**src/rtl/comp_filter_mc_if.sv**
```systemverilog
// rtl/comp_filter_mc_if.sv - sample handshake and filtered-angle bus of comp_filter_mc
interface comp_filter_mc_if #(
   parameter int CH = 3,
   parameter int W  = 16
);
   logic            in_valid;
   logic            in_ready;
   logic [CH*W-1:0] gyro_data;
   logic [CH*W-1:0] acc_angle;
   logic            resync;
   logic            out_valid;
   logic [CH*W-1:0] angle_out;

   modport master (
      output in_valid, gyro_data, acc_angle, resync,
      input  in_ready, out_valid, angle_out
   );

   modport slave (
      input  in_valid, gyro_data, acc_angle, resync,
      output in_ready, out_valid, angle_out
   );
endinterface

```
**src/rtl/comp_filter_mc.sv**
```systemverilog
// rtl/comp_filter_mc.sv - multi-channel complementary filter, channels time-shared on one multiplier
module comp_filter_mc #(
   parameter int CH         = 3,
   parameter int W          = 16,
   parameter int FRAC       = 8,
   parameter int ALPHA_FRAC = 8,
   parameter int ALPHA      = 252,
   parameter int GYRO_SHIFT = 6
) (
   input  logic             clk,
   input  logic             RST,
   comp_filter_mc_if.slave  bus
);
   localparam int IW = W + FRAC;
   localparam int SW = IW + 2;
   localparam int DW = IW + 1;
   localparam int CW = ALPHA_FRAC + 2;
   localparam int PW = DW + CW;
   localparam int KW = (CH > 1) ? $clog2(CH) : 1;

   localparam logic signed [CW-1:0] COEF    = CW'((1 << ALPHA_FRAC) - ALPHA);
   localparam logic signed [SW-1:0] SAT_MAX = {3'b000, {(IW-1){1'b1}}};
   localparam logic signed [SW-1:0] SAT_MIN = {3'b111, {(IW-1){1'b0}}};

   localparam logic [2:0] S_IDLE = 3'd0;
   localparam logic [2:0] S_PRED = 3'd1;
   localparam logic [2:0] S_MULT = 3'd2;
   localparam logic [2:0] S_UPD  = 3'd3;
   localparam logic [2:0] S_DONE = 3'd4;

   logic [2:0]             state_q, state_d;
   logic [KW-1:0]          ch_q, ch_d;
   logic [CH*W-1:0]        gyro_q, acc_q, angle_out_q;
   logic                   resync_q, seeded_q, out_valid_q;
   logic signed [IW-1:0]   angle_q [CH];
   logic signed [IW-1:0]   pred_q;
   logic signed [SW-1:0]   corr_q;

   logic signed [W-1:0]    gyro_k, acc_k;
   logic signed [IW-1:0]   inc, acc_ext, angle_k, new_angle;
   logic signed [SW-1:0]   pred_sum, upd_sum, corr_d;
   logic signed [DW-1:0]   diff;
   logic                   last_ch;

   function automatic logic signed [IW-1:0] sat(input logic signed [SW-1:0] v);
      if (v > SAT_MAX) return SAT_MAX[IW-1:0];
      if (v < SAT_MIN) return SAT_MIN[IW-1:0];
      return v[IW-1:0];
   endfunction

   assign bus.in_ready  = (state_q == S_IDLE);
   assign bus.out_valid = out_valid_q;
   assign bus.angle_out = angle_out_q;

   // Per-channel datapath; ch_q selects which captured words and accumulator are in flight.
   always_comb begin
      gyro_k    = gyro_q[ch_q*W +: W];
      acc_k     = acc_q[ch_q*W +: W];
      angle_k   = angle_q[ch_q];
      inc       = $signed({gyro_k, {FRAC{1'b0}}}) >>> GYRO_SHIFT;
      acc_ext   = $signed({acc_k, {FRAC{1'b0}}});
      pred_sum  = SW'(angle_k) + SW'(inc);
      diff      = DW'(acc_ext) - DW'(pred_q);
      corr_d    = SW'((PW'(diff) * PW'(COEF)) >>> ALPHA_FRAC);
      upd_sum   = SW'(pred_q) + corr_q;
      new_angle = (!seeded_q || resync_q) ? acc_ext : sat(upd_sum);
      last_ch   = (ch_q == KW'(CH - 1));
   end

   always_comb begin
      state_d = state_q;
      ch_d    = ch_q;
      case (state_q)
         S_IDLE: if (bus.in_valid) begin
            state_d = S_PRED;
            ch_d    = '0;
         end
         S_PRED: state_d = S_MULT;
         S_MULT: state_d = S_UPD;
         S_UPD: begin
            if (last_ch) begin
               state_d = S_DONE;
            end else begin
               state_d = S_PRED;
               ch_d    = ch_q + KW'(1);
            end
         end
         S_DONE:  state_d = S_IDLE;
         default: state_d = S_IDLE;
      endcase
   end

   always_ff @(posedge clk) begin
      if (!RST) begin
         state_q     <= S_IDLE;
         ch_q        <= '0;
         gyro_q      <= '0;
         acc_q       <= '0;
         resync_q    <= 1'b0;
         seeded_q    <= 1'b0;
         out_valid_q <= 1'b0;
         angle_out_q <= '0;
         pred_q      <= '0;
         corr_q      <= '0;
         for (int k = 0; k < CH; k++) angle_q[k] <= '0;
      end else begin
         state_q     <= state_d;
         ch_q        <= ch_d;
         out_valid_q <= 1'b0;
         case (state_q)
            S_IDLE: if (bus.in_valid) begin
               gyro_q   <= bus.gyro_data;
               acc_q    <= bus.acc_angle;
               resync_q <= bus.resync;
            end
            S_PRED: pred_q <= sat(pred_sum);
            S_MULT: corr_q <= corr_d;
            S_UPD: begin
               angle_q[ch_q] <= new_angle;
               // Publish on the last write so angle_out is valid during the DONE cycle.
               if (last_ch) begin
                  out_valid_q <= 1'b1;
                  for (int k = 0; k < CH; k++)
                     angle_out_q[k*W +: W] <= (k == CH - 1) ? new_angle[IW-1:FRAC]
                                                            : angle_q[k][IW-1:FRAC];
               end
            end
            S_DONE:  seeded_q <= 1'b1;
            default: ;
         endcase
      end
   end
endmodule

```
**src/flat_wrapper.sv**
```systemverilog
// flat-port wrapper written by rule: the top's interface ports become plain ports
module comp_filter_mc_flat 
#(
   parameter int CH         = 3,
   parameter int W          = 16,
   parameter int FRAC       = 8,
   parameter int ALPHA_FRAC = 8,
   parameter int ALPHA      = 252,
   parameter int GYRO_SHIFT = 6
)
  (clk, RST, bus_in_valid, bus_gyro_data, bus_acc_angle, bus_resync, bus_in_ready, bus_out_valid, bus_angle_out);
  comp_filter_mc_if #(.CH(CH), .W(W)) bus_i ();
  input  logic clk;
  input  logic RST;
  input wire logic [$bits(bus_i.in_valid)-1:0] bus_in_valid;
  input wire logic [$bits(bus_i.gyro_data)-1:0] bus_gyro_data;
  input wire logic [$bits(bus_i.acc_angle)-1:0] bus_acc_angle;
  input wire logic [$bits(bus_i.resync)-1:0] bus_resync;
  output wire logic [$bits(bus_i.in_ready)-1:0] bus_in_ready;
  output wire logic [$bits(bus_i.out_valid)-1:0] bus_out_valid;
  output wire logic [$bits(bus_i.angle_out)-1:0] bus_angle_out;
  assign bus_i.in_valid = bus_in_valid;
  assign bus_i.gyro_data = bus_gyro_data;
  assign bus_i.acc_angle = bus_acc_angle;
  assign bus_i.resync = bus_resync;
  assign bus_in_ready = bus_i.in_ready;
  assign bus_out_valid = bus_i.out_valid;
  assign bus_angle_out = bus_i.angle_out;
  comp_filter_mc #(.CH(CH), .W(W), .FRAC(FRAC), .ALPHA_FRAC(ALPHA_FRAC), .ALPHA(ALPHA), .GYRO_SHIFT(GYRO_SHIFT)) u_core (.clk(clk), .RST(RST), .bus(bus_i));
endmodule
```
**config.mk**
```make
export PLATFORM = sky130hd
export DESIGN_NAME = comp_filter_mc_flat
export DESIGN_NICKNAME = d
export VERILOG_FILES = /design/src/rtl/comp_filter_mc_if.sv /design/src/rtl/comp_filter_mc.sv /design/src/flat_wrapper.sv
export SDC_FILE = /design/constraint.sdc
export NUM_CORES = 1
export LEC_CHECK = 0
export CAP_MARGIN = 30
export CORE_MARGIN = 2
export CORE_UTILIZATION = 29
export DETAILED_ROUTE_END_ITERATION = 10
export DONT_BUFFER_PORTS = 1
export GPL_TIMING_DRIVEN = 0
export PLACE_DENSITY_LB_ADDON = 0.1
export SETUP_SLACK_MARGIN = 0.5
export SLEW_MARGIN = 20
export SYNTH_ARGS = -nofsm -noshare
export SYNTH_HDL_FRONTEND = slang
export SYNTH_SLANG_ARGS = --single-unit
```
**constraint.sdc**
```tcl
create_clock -name clk -period 6.7 [get_ports clk]
set_input_delay 1.34 -clock clk [delete_from_list [all_inputs] [get_ports clk]]
set_output_delay 1.34 -clock clk [all_outputs]
set_load 0.01 [all_outputs]
```
[Word-level counts from Yosys, hierarchy flattened]
Memories as Yosys holds them, arrays and structs flattened. A register that Yosys moved wholly into a read port is not among the register bits.
Cells that the tools add are included.
W data, S select, Z words.
Storage, ports and cells
  input bits: 100
  register bits after elaboration: 195
  output and inout bits: 50
  memories kept: 1
  bits in writable memories: 72
Operators by class
  shifts and indexed selects: 2
  eq/ne operators: 7
  add/subtract/negate cells: 4
  mux-type cells: 35
  reduce and logical (&&, ||, !) cells: 11
  $lt $le $gt $ge: 4
Memories
  u_core.angle_q: depth 3, bits a word 24, read ports 3, clocked after memory_dff 3, write ports 3, line comp_filter_mc.sv:35  | logic signed [IW-1:0] angle_q [CH];
Operators by type and width (count)
  $mux W24: 10
  $shiftx A48 B7 Y16: 2
  $gt A26 B24 Y1 const B: 2
  $lt A26 B24 Y1 const B: 2
  $add A24 B18 Y25: 1
  $add A24 B19 Y25: 1
  $sub A24 B24 Y25: 1
  $reduce_or A24 Y1: 1
  $mux W1: 16
  $pmux W3 S4: 1
  $mux W2: 5
  $eq A3 B2 Y1 const B: 2
  $mux W3: 2
  $reduce_and A2 Y1: 3
  $ne A2 B2 Y1 const B: 2
  $pmux W2 S2: 1
  $eq A3 B1 Y1 const B: 1
  $eq A3 B3 Y1 const B: 1
  $logic_not A1 Y1: 3
  $logic_not A3 Y1: 1
  $reduce_and A3 Y1: 1
  $add A2 B1 Y2 const B: 1
  $eq A2 B2 Y1 const B: 1
  $reduce_bool A2 Y1: 1
  $logic_or A1 B1 Y1: 1

[Longest topological paths before layout]
  depth in word-level cells: 11
  gate-level depth with buffers: 18
  depth with buffers taken out: 16

[Worst setup path before layout]
No wires, ideal clock.
  path type: flip-flop to flip-flop
  start point: reg u_core.ch_q[0]
  end point: reg u_core.pred_q[12]
  data arrival time: 4.619 ns
  path slack: 1.948 ns
  setup time: 0.133 ns
  stages on the path, launching flop included: 18
  path through: dfxtp_1 -> clkbuf_1 -> buf_2 -> buf_1 -> buf_2 -> mux2i_1 -> o21ai_0 -> ha_1 -> inv_1 -> o21bai_1 -> a21o_1 -> a221o_1 -> a211o_1 -> and3_1 -> a21oi_1 -> and2_1 -> clkbuf_1 -> a21oi_1
On the way
  word-level cells in the longest chain between the ends: 9
RTL lines
  start, declared: line comp_filter_mc.sv:32  | logic [KW-1:0] ch_q, ch_d;
  start signal, assigned: line comp_filter_mc.sv:108  | ch_q <= ch_d;
  $shiftx A48 B7 Y16 (*): line comp_filter_mc.sv:57  | gyro_k = gyro_q[ch_q*W +: W];
  $add A24 B18 Y25 (*): line comp_filter_mc.sv:62  | pred_sum = SW'(angle_k) + SW'(inc);
  $lt A26 B24 Y1: line comp_filter_mc.sv:47  | if (v < SAT_MIN) return SAT_MIN[IW-1:0];
  $mux W1 (2 in a row): line comp_filter_mc.sv:47
  $mux W1: line comp_filter_mc.sv:110  | case (state_q)
  $mux W1: line comp_filter_mc.sv:94  | if (!RST) begin
  $mux W24: line comp_filter_mc.sv:48  | return v[IW-1:0];
  $mux W24 (*): line comp_filter_mc.sv:47
  end signal, assigned: line comp_filter_mc.sv:116  | S_PRED: pred_q <= sat(pred_sum);
  end, declared: line comp_filter_mc.sv:36  | logic signed [IW-1:0] pred_q;
Every way passes the cells marked *; elsewhere a longest branch is shown, timed or not. The select of a mux whose other input is x is not followed.
A chain may end at the register's enable or synchronous reset.

[Worst setup path in the final report]
  start point: reg u_core.ch_q[0]
  end point: reg u_core.pred_q[20]
Same word-level chain as after synthesis.

==> key figures <==
Place
  – Post-Place Cell Area: 15700 um^2
  – Dpl hpwl: 38300 um
  – GP Congestion: 0.856
  – Placed insts: 2269
  – Port bufs: 0

Timing
  – Unrepaired setup endpoints after global routing: false
  – Final Cycle Share: 0.870
  – Final Skew: 0.0247 ns
  – Worst-Margin Slew: 1.01 ns
  – Min Tclk post-route: 5.83 ns
  – Setup TNS: 0 ns
  – Fmax: 172 MHz
  – Final setup viols: 0
  – Slew Limit Fails: 0
  – Worst slew margin: 0.317
  – Final Hold Vio Count: 0

Route
  – Drt pass-1 iters: 5
  – Via/cell ratio: 4.94
  – Via count: 11549
  – DR WL/cell: 21.4 um
  – Remaining DRCs: 0
  – WL final: 50000 um
  – Antenna Nets Post-Route: 0
  – DRT iter0 DRCs: 705

Yosys
  – Synth top area share: 0.266
  – Synth area leader: dfxtp_1
  – Seq cells post-synth: 293
  – Syn Area/Cell: 9.31 um^2
  – Async SR Flop Fraction: 0
  – Most common cell in the netlist: nand2_1
  – Synthesized area: 14800 um^2
  – Post-Synthesis Cells: 1592
  – Synth warnings: 0
  – Top cells by count, synth: 307 x nand2_1, 197 x dfxtp_1, 110 x o21ai_0
  – Post-synth EDFFs: 96
  – Syn_nets: 1760
  – Largest cells by area after synthesis: dfxtp_1 27%, edfxtp_1 19%, nand2_1 7.8%
  – Number of distinct library cells after synthesis: 64
  – Synth Flop Type: dfxtp_1
  – Sequential-to-total area share from yosys stat: 0.460

Worst setup path
  – CP Capture Type: flop
  – Crit path cell chain: clkbuf_1, buf_2, clkbuf_2, buf_2, mux2i_1, o21ai_0, ha_1, a21oi_1, o21bai_1, a21o_1, a221o_1, a211o_1, and3_1, a21oi_1, and2_1, clkbuf_1, a21oi_1
  – Worst Path Buf+Inv: 5
  – Crit-path max cell delay: 0.63 ns
  – Startpoint types: flop
  – WS Path Type: reg -> reg
  – Critical path's slowest cell: o21ai_0
  – Crit path top cell by count: a21oi_1
  – Delay-heaviest family, CP: compound AO/OA/AOI/OAI gates
  – Critical path arrival: 6.24 ns
  – Worst EP required: 7.11 ns
  – Critical Path Fanout Max: 10

CTS
  – Clk sink count: 293
  – Reg clk slew, reported paths: 0.06 ns
  – Cts repair resizes: 0
  – H-tree level count: 2
  – Clk Latency, worst-skew pair: 0.55 ns
  – CTS root buf: clkbuf_16
  – Hold_buf cts: 0
  – Buffer count from post-CTS setup fixing: 0
  – Max Buffers Root-to-Sink: 3
  – CTS tree: done
  – Num CTS Buffers: 37

Floorplanning
  – Area of the die: 53000 um^2
  – Initial core utilization: 0.295
  – Die Span X: 230 um
  – # IOs: 150
  – Core region area: 50300 um^2
  – Die Y: 230 um
  – FP Rows: 82

Power
  – Tot Pwr: 5.17 mW
  – P_leak: 6.37 nW
  – Pwr dens: 306 nW/um^2
  – Maximum vdd drop: 0.000163 V

Flow run
  – Max Cap Viol: 0

Run status
  – Outcome: finished, final reports clean

Final layout
  – Design Area, Final: 16900 um^2
  – Fillers: 5318
  – Layout cells sized above 1: 0.0613
  – Area Growth Syn to Fin: 13.9%
  – # nets final: 1805
  – Layout Cells excl Fill: 2336

GRT
  – GRT Overall Usage: 0.189
  – Initial antenna violation count: 0
  – Largest net degree at the start of global routing: 25
  – Vias in the first global route: 11877
  – Remaining Overflow, GRT: 0
  – Global-route wire length before repair: 74700 um

Min path
  – Hold Crit Class: reg -> reg
[path summary, 6_finish.rpt]
check,start,to,slack (ns),cells past startpoint
max,u_core.ch_q[0],u_core.pred_q[20],0.87,17
min,u_core.acc_q[30],u_core.acc_q[30],0.46,2
max reg2reg,u_core.ch_q[0],u_core.pred_q[20],0.87,17
min reg2reg,u_core.acc_q[30],u_core.acc_q[30],0.46,2
[metal layers]
metal	track usage	vias up	wire [um]
met2	0.314	207	23400
met3	0.0285	63	1850
met5	0	-	0
met4	0.0514	0	1220
li1	-	5720	-
met1	0.254	5559	23500
[where the power goes]
part	total [mW]	internal (mW)	switching, mW
registers	2.05	1.96	0.0921
clock network	1.92	1.12	0.798
logic	1.20	0.433	0.769
total	5.17	3.51	1.66
[state kept, by name, summed over array words and instances, names as in the netlist, named ones only]
register,flops
u_core.angle_q,96
u_core.acc_q,48
u_core.bus.angle_out,48
u_core.gyro_q,48
u_core.pred_q,24
u_core.corr_q,19
u_core.state_q,3
u_core.ch_q,2
u_core.bus.out_valid,1
u_core.resync_q,1
u_core.seeded_q,1
[layout make-up]
class / instances / area, um^2 / share of cell area
flip-flops and latches: 293 / 6830 / 0.404
multi-input cells: 1157 / 7460 / 0.442
diodes: 1 / 2.50 / 0.000148
repair buffers: 6 / 61.3 / 0.00363
well taps: 672 / 841 / 0.0498
inverters: 56 / 210 / 0.0124
clock inverters: 9 / 60.1 / 0.00356
plain buffers: 86 / 337 / 0.0199
clock buffers: 56 / 1090 / 0.0644
[cell usage in the layout (no fill, tap or decap), types with 9 or more instances in the layout]
cell / Yosys / layout
and3_1: 10 / 9
nand2_1: 307 / 305
nor2_1: 102 / 102
edfxtp_1: 96 / 96
dfxtp_1: 197 / 197
a21oi_1: 87 / 87
nor3_1: 16 / 16
nand3_1: 19 / 19
a21o_1: 30 / 30
nand2b_1: 13 / 13
xnor2_1: 36 / 36
mux4_2: 24 / 24
a22o_1: 33 / 33
o21a_1: 10 / 10
xor2_1: 14 / 14
nor2b_1: 11 / 11
and2_1: 23 / 23
clkbuf_16: 0 / 38
a211oi_1: 13 / 13
ha_1: 66 / 66
inv_1: 55 / 54
o21ai_0: 110 / 109
o21bai_1: 10 / 10
mux2i_1: 38 / 38
clkbuf_1: 72 / 83
a21boi_0: 101 / 101
[through the flow]
stage	hold slack (ns)	setup WS, ns	utilization
2_1_floorplan	0.443	1.95	-
6_report	0.461	0.870	0.336
4_1_cts	0.464	0.543	0.336
3_3_place_gp	0.451	0.0309	0.312
3_5_place_dp	0.458	0.567	0.313
5_1_grt	0.478	0.537	0.336
[cell families (layout without fill, tap and decap cells)]
family,Yosys count,after routing,share of synthesized area
and+or+nand+nor,522,522,0.150
AOI/OAI and AO/OA,447,447,0.197
DFF,293,293,0.460
buffers and inverters,142,213,0.0368
adders and majority gates,76,76,0.0639
muxes,62,62,0.0621
xor gates and xnor gates,50,50,0.0295
other,0,1,0
[worst min-delay path, delay by kind of cell (launching register included)]
family	cells	cell delay, ns
flops	1	0.30
compound gates	1	0.06
simple gates	1	0.05
Power figures use the tool's default switching activity.
